### config.mk
export PLATFORM = sky130hd
export DESIGN_NAME = if_fetch_unit
export DESIGN_NICKNAME = d
export VERILOG_FILES = /design/src/rtl/if_fetch_unit.sv
export SDC_FILE = /design/constraint.sdc
export NUM_CORES = 1
export LEC_CHECK = 0
export ABC_CLOCK_PERIOD_IN_PS = 6000
export BUFFER_PORTS_ARGS = -buffer_cell sky130_fd_sc_hd__buf_2
export CAP_MARGIN = 15
export CORE_UTILIZATION = 40
export DETAILED_ROUTE_END_ITERATION = 6
export PLACE_DENSITY = 0.66
export SYNTH_ARGS = -nofsm -noshare
export SYNTH_HDL_FRONTEND = slang
export SYNTH_SLANG_ARGS = --single-unit
### constraint.sdc
create_clock -name clk -period 6 [get_ports clk]
set_input_delay 0.3 -clock clk [delete_from_list [all_inputs] [get_ports clk]]
set_output_delay 0.3 -clock clk [all_outputs]
set_load 0.01 [all_outputs]
### src/rtl/if_fetch_unit.sv
// Instruction-fetch stage: owns the PC, fetches from instruction memory
// over a req/ack handshake, and feeds IF/ID through an output slot backed
// by a one-entry skid buffer. Redirects flush buffered words and discard
// any fetch that is still in flight.
module if_fetch_unit #(
    parameter logic [31:0] RESET_PC  = 32'h0000_3000,
    parameter logic [31:0] NOP_INSTR = 32'h0000_0000
) (
    input  logic        clk,
    input  logic        regReset,
    input  logic [1:0]  bubble,
    input  logic        redirect_valid,
    input  logic [31:0] redirect_target,
    output logic        imem_req,
    output logic [31:0] imem_addr,
    input  logic        imem_ack,
    input  logic [31:0] imem_rdata,
    output logic [31:0] instru_if,
    output logic [31:0] instru_ifAddress,
    output logic        if_valid
);

    typedef enum logic {
        S_REQ,
        S_WAIT
    } state_t;

    state_t      state_q, state_d;
    logic [31:0] pc_q, pc_d;
    logic        req_q, req_d;
    logic [31:0] addr_q, addr_d;
    logic        discard_q, discard_d;

    logic        slot_valid_q, slot_valid_d;
    logic [31:0] slot_instr_q, slot_instr_d;
    logic [31:0] slot_addr_q, slot_addr_d;

    logic        skid_valid_q, skid_valid_d;
    logic [31:0] skid_instr_q, skid_instr_d;
    logic [31:0] skid_addr_q, skid_addr_d;

    logic        ack_take;
    logic        consume;
    logic        deliver;

    // Next-state logic: redirect first, then fetch sequencing, then slot/skid movement.
    always_comb begin
        state_d      = state_q;
        pc_d         = pc_q;
        req_d        = req_q;
        addr_d       = addr_q;
        discard_d    = discard_q;
        slot_valid_d = slot_valid_q;
        slot_instr_d = slot_instr_q;
        slot_addr_d  = slot_addr_q;
        skid_valid_d = skid_valid_q;
        skid_instr_d = skid_instr_q;
        skid_addr_d  = skid_addr_q;
        deliver      = 1'b0;

        // An ack only counts against a request we actually have outstanding.
        ack_take = imem_ack && req_q && (state_q == S_WAIT);
        consume  = (bubble == 2'b00) && slot_valid_q;

        if (redirect_valid) begin
            pc_d         = {redirect_target[31:2], 2'b00};
            slot_valid_d = 1'b0;
            slot_instr_d = NOP_INSTR;
            skid_valid_d = 1'b0;
            if ((state_q == S_WAIT) && !ack_take) begin
                // Request stays on the bus; its data is thrown away on arrival.
                discard_d = 1'b1;
            end else begin
                state_d   = S_REQ;
                req_d     = 1'b0;
                discard_d = 1'b0;
            end
        end else begin
            case (state_q)
                S_REQ: begin
                    if (!skid_valid_q) begin
                        req_d   = 1'b1;
                        addr_d  = pc_q;
                        state_d = S_WAIT;
                    end
                end
                S_WAIT: begin
                    if (ack_take) begin
                        req_d   = 1'b0;
                        state_d = S_REQ;
                        if (discard_q) begin
                            discard_d = 1'b0;
                        end else begin
                            deliver = 1'b1;
                            pc_d    = pc_q + 32'd4;
                        end
                    end
                end
                default: begin
                    state_d = S_REQ;
                    req_d   = 1'b0;
                end
            endcase

            if (consume) begin
                if (skid_valid_q) begin
                    slot_valid_d = 1'b1;
                    slot_instr_d = skid_instr_q;
                    slot_addr_d  = skid_addr_q;
                    if (deliver) begin
                        skid_valid_d = 1'b1;
                        skid_instr_d = imem_rdata;
                        skid_addr_d  = pc_q;
                    end else begin
                        skid_valid_d = 1'b0;
                    end
                end else if (deliver) begin
                    slot_valid_d = 1'b1;
                    slot_instr_d = imem_rdata;
                    slot_addr_d  = pc_q;
                end else begin
                    slot_valid_d = 1'b0;
                    slot_instr_d = NOP_INSTR;
                end
            end else if (deliver) begin
                if (!slot_valid_q) begin
                    slot_valid_d = 1'b1;
                    slot_instr_d = imem_rdata;
                    slot_addr_d  = pc_q;
                end else begin
                    // Requests stop while the skid is full, so it is empty here.
                    skid_valid_d = 1'b1;
                    skid_instr_d = imem_rdata;
                    skid_addr_d  = pc_q;
                end
            end
        end
    end

    // State and registered outputs, asynchronously cleared by regReset.
    always_ff @(posedge clk or posedge regReset) begin
        if (regReset) begin
            state_q      <= S_REQ;
            pc_q         <= RESET_PC;
            req_q        <= 1'b0;
            addr_q       <= RESET_PC;
            discard_q    <= 1'b0;
            slot_valid_q <= 1'b0;
            slot_instr_q <= NOP_INSTR;
            slot_addr_q  <= '0;
            skid_valid_q <= 1'b0;
            skid_instr_q <= NOP_INSTR;
            skid_addr_q  <= '0;
        end else begin
            state_q      <= state_d;
            pc_q         <= pc_d;
            req_q        <= req_d;
            addr_q       <= addr_d;
            discard_q    <= discard_d;
            slot_valid_q <= slot_valid_d;
            slot_instr_q <= slot_instr_d;
            slot_addr_q  <= slot_addr_d;
            skid_valid_q <= skid_valid_d;
            skid_instr_q <= skid_instr_d;
            skid_addr_q  <= skid_addr_d;
        end
    end

    assign imem_req         = req_q;
    assign imem_addr        = addr_q;
    assign instru_if        = slot_instr_q;
    assign instru_ifAddress = slot_addr_q;
    assign if_valid         = slot_valid_q;

endmodule

After elaboration in Yosys (flattened, before gate mapping)
Cells that the tools add are included.
Widths: inputs -> output; s select.

storage, ports and cells
  flip-flop bits (word level) = 197
  input port bits = 70
  output and inout port bits = 98
  logic and storage cells = 93

cells by class
  $add $sub $neg = 1
  eq/ne operators = 7
  multiplexer cells = 50
  bitwise gates (word level) = 3
  reductions and logical operators = 21

operators by type and width
  kind                   count
  $mux 32                24
  $add 32x3->32 const B  1
  $mux 1                 24
  $reduce_bool 2->1      5
  $reduce_and 3->1       3
  $reduce_and 4->1       2
  $ne 2x2->1 const B     3
  $ne 3x2->1 const B     2
  $reduce_and 2->1       3
  $reduce_bool 3->1      2
  $logic_and 1x1->1      4
  $pmux 1 s2             2
  $ne 3x3->1 const B     1
  $not 1->1              3
  $logic_not 2->1        1
  $ne 2x1->1 const B     1
  $logic_not 1->1        1

Longest topological paths before layout
  depth after elaboration = 9
  depth in mapped cells = 6

Worst setup path after synthesis
No wires, ideal clock.

  path type = register to register
  start point = register pc_q[3]
  end point = register pc_q[26]
  arrival time = 1.890 ns
  slack = 4.028 ns
  stages on the path, launching flop included = 7
  path through = dfrtp_1 -> ha_1 -> nand4_1 -> or4_1 -> buf_2 -> or4_1 -> a31oi_1

between the ends
  longest elaborated chain between the ends = 5

RTL lines
  what                    line  RTL
  start, declared         29    logic [31:0] pc_q, pc_d;
  start signal, assigned  156   pc_q <= pc_d;
  $add 32x3->32           95    pc_d = pc_q + 32'd4;
  $mux 32                 91    if (discard_q) begin
  $mux 32                 88    if (ack_take) begin
  $mux 32                 79    case (state_q)
  $mux 32                 65    if (redirect_valid) begin

Every way passes these cells. The select of a mux whose other input is x is not followed.
A chain may end at the register's enable or synchronous reset.

Final worst setup path
  start point = register pc_q[2]
  end point = register pc_q[26]

Same word-level chain as after synthesis.

==> reports/summary.txt <==
Crit. End Element = flop
Die Y-Extent = 147 um
vias in the first global route = 5,939
Starting Density = 41.1%
DRC errors left = 0
crit path launch = pc_q[2]$_DFFE_PP0P_
clk_lat worst skew = 0.43 ns
Slew Limit Headroom = 29.0%
failing checks = hold timing
met3 wire length = 858 um
Antenna Nets Post-Route = 0
Min-Delay Path Class = in -> async
most common cell in the netlist = dfrtp_1
Clock Root Buffer = clkbuf_16
Synth top cells by count = 185 x dfrtp_1, 92 x mux2_2, 47 x nor2_1
top sig layer = met4
Power, Total = 3.72 mW
grt total ovfl = 0
Final Hold Fails = 7
EDFF count, synth = 0
clock tree buffer depth = 2
antenna violations before repair = 2
type of the worst setup path = reg -> reg
First-pass DRT Iterations = 4
worst-path fanout max = 10
dpl hpwl = 12,600 um
Switching Fraction = 30.6%
final setup margin = 3.58 ns
post-cts resize count = 0
met1 WL = 9390 um
sequential share of the synthesized area = 56.4%
GRT Total Usage = 19.2%
top area cells in the synthesized netlist = dfrtp_1 55%, mux2_2 12%, mux2i_1 3.8%, o2bb2ai_1 3.3%, a22oi_1 3.3%
I/O Buffers = 161
first-pass GRT wire length = 32,300 um
Synth area leader = dfrtp_1
Int Power = 2.59 mW
max-slew violations = 0
post-synthesis cell count = 714
Die X = 147 um
vias per inst = 5.38
clock skew = 0.00983 ns
Setup crit start kind = flop
number of fill cells = 1,878
Synth Flop Type = dfrtp_1
met2 WL = 9220 um
P&R area growth vs syn = 19.1%
die footprint = 0.0216 mm^2
Via Count = 6,074
CTS tree = built
final hold slack = -0.0292 ns
GP Congestion = 0.794
share of cells above drive strength 1 = 35.8%
floorplan core area = 0.0204 mm^2
Finish-stage setup viols = 0
mapped cell area = 0.00839 mm^2
FF-to-FF Start = pc_q[2]$_DFFE_PP0P_
Worst EP required = 6.35 ns
final period utilization = 40.4%
FF+latch count, synth = 189
CTS Hold Bufs = 0
placement row count = 52
Power Dens Cells = 373 mW/mm^2
post-synth top area share = 55.2%
YS warnings = 0
Pleak = 4.62 nW
CTS clk-pin slew, worst paths = 0.07 ns
wire per inst = 17.6 um
Clock Sinks = 189
largest net degree at the start of global routing = 110
status = finished, violations left
asr flop ratio synth = 100%
syn avg cell area = 11.8 um^2
unrepaired setup endpoints after global routing = false
CTS Buf Count = 17
Net Switching = 1.14 mW
sequential power share = 47.0%
H-tree Lvls = 4
slew at the pin closest to its max-slew limit = 1.06 ns
Final min period = 2.42 ns
VDD IR-drop max = 0.000170 V
clock share of power = 30.6%
pre-CTS worst setup slack = 3.60 ns
fin nets = 916
Gate power share = 22.4%
Max Cap Viol = 0
number of setup buffers added after CTS = 0
worst-case reg-to-reg path depth = 5
critical path arrival = 2.78 ns
Worst R2R Setup Slack = 3.58 ns
Post-Route WL = 19,800 um
Ports = 168
top achievable clock speed = 413 MHz
First DRT Iteration DRCs = 332
Synth cell types = 44
setup_tns = 0 ns
-- worst max-delay path: stages (launching register included) --
cell     delay [ns]
dfrtp_1        0.56
ha_1           0.26
nand4_1        0.21
or4_1          0.66
or4_1          0.47
a31oi_1        0.17
-- sequential cells by signal, indices dropped and copies added, names as in the netlist --
name and flops:
if_valid 1, instru_if 32, instru_ifAddress 30, pc_q 30
skid_valid_q 1, skid_instr_q 32, skid_addr_q 30, imem_addr 30
state_q 1, discard_q 1, imem_req 1
-- power groups by stage --
stage	sequential (mW)	combinational, mW	clock [mW]
2_1_floorplan	1.83	0.418	0
3_3_place_gp	1.77	0.827	0
3_5_place_dp	1.77	0.843	0
4_1_cts	1.75	0.847	1.17
5_1_grt	1.79	0.919	1.22
6_report	1.75	0.833	1.14
-- final timing paths --
check,end
worst max-delay path,pc_q[26]$_DFFE_PP0P_
max in group asynchronous,instru_if[31]$_DFFE_PP0P_
worst min register to register,instru_if[29]$_DFFE_PP0P_
worst min-delay path,instru_if[8]$_DFFE_PP0P_
worst max register to register,pc_q[26]$_DFFE_PP0P_
min in group clk,pc_q[6]$_DFFE_PP0P_
-- cell type report --
type | count | area, um^2 | area share [%]
diodes | 2 | 5.00 | 0.0501
well taps | 270 | 338 | 3.38
multi-input cells | 459 | 3420 | 34.3
repair buffers | 170 | 873 | 8.74
clock inverters | 12 | 139 | 1.39
inverters | 8 | 37.5 | 0.376
clock buffers | 19 | 443 | 4.43
flip-flops and latches | 189 | 4730 | 47.4
-- layer usage --
layer | vias to the layer above | GRT usage (%)
met1 | 3030 | 27.3
met2 | 143 | 29.3
met5 | - | 0
li1 | 2882 | -
met3 | 19 | 3.76
met4 | 0 | 6.82
-- cells in the final DEF (no fill, tap or decap), drive strengths merged, types with 6 or more instances in the layout --
master and n:
nand2 32, a21oi 33, nand3 24, nand4 13
or4 11, mux2i 32, a22oi 37, o2bb2ai 32
nor4 6, o31ai 11, inv 10, dfrtp 185
nor3 12, buf 170, o21ai 17, xnor2 7
mux2 92, nor2 47, a31oi 9, clkbuf 19
nor2b 6, clkinv 7
-- cells by family after synthesis --
group	after synthesis	synth area share, %
other	1	0.0447
AND/OR/NAND/NOR	171	10.4
XOR/XNOR	10	1.04
flip-flops	189	56.4
buffers and inverters	69	3.49
multiplexers	124	16.2
adder cells (fa/ha/maj)	1	0.149
AO/OA/AOI/OAI	149	12.3
-- metrics by stage --
stage / cells / hold WS, ns / util [%] / instance area, um^2
after detailed placement: 1096 / 0.468 / 46.0 / 9410
after global routing: 1128 / 0.0545 / 48.9 / 9990
after floorplan: 717 / 0.392 / - / 8400
after global placement: 1096 / 0.466 / 46.0 / 9410
after CTS: 1127 / 0.0380 / 48.9 / 9990
final: 1129 / -0.0292 / 48.9 / 9990
(Power assumes the default switching activity.)
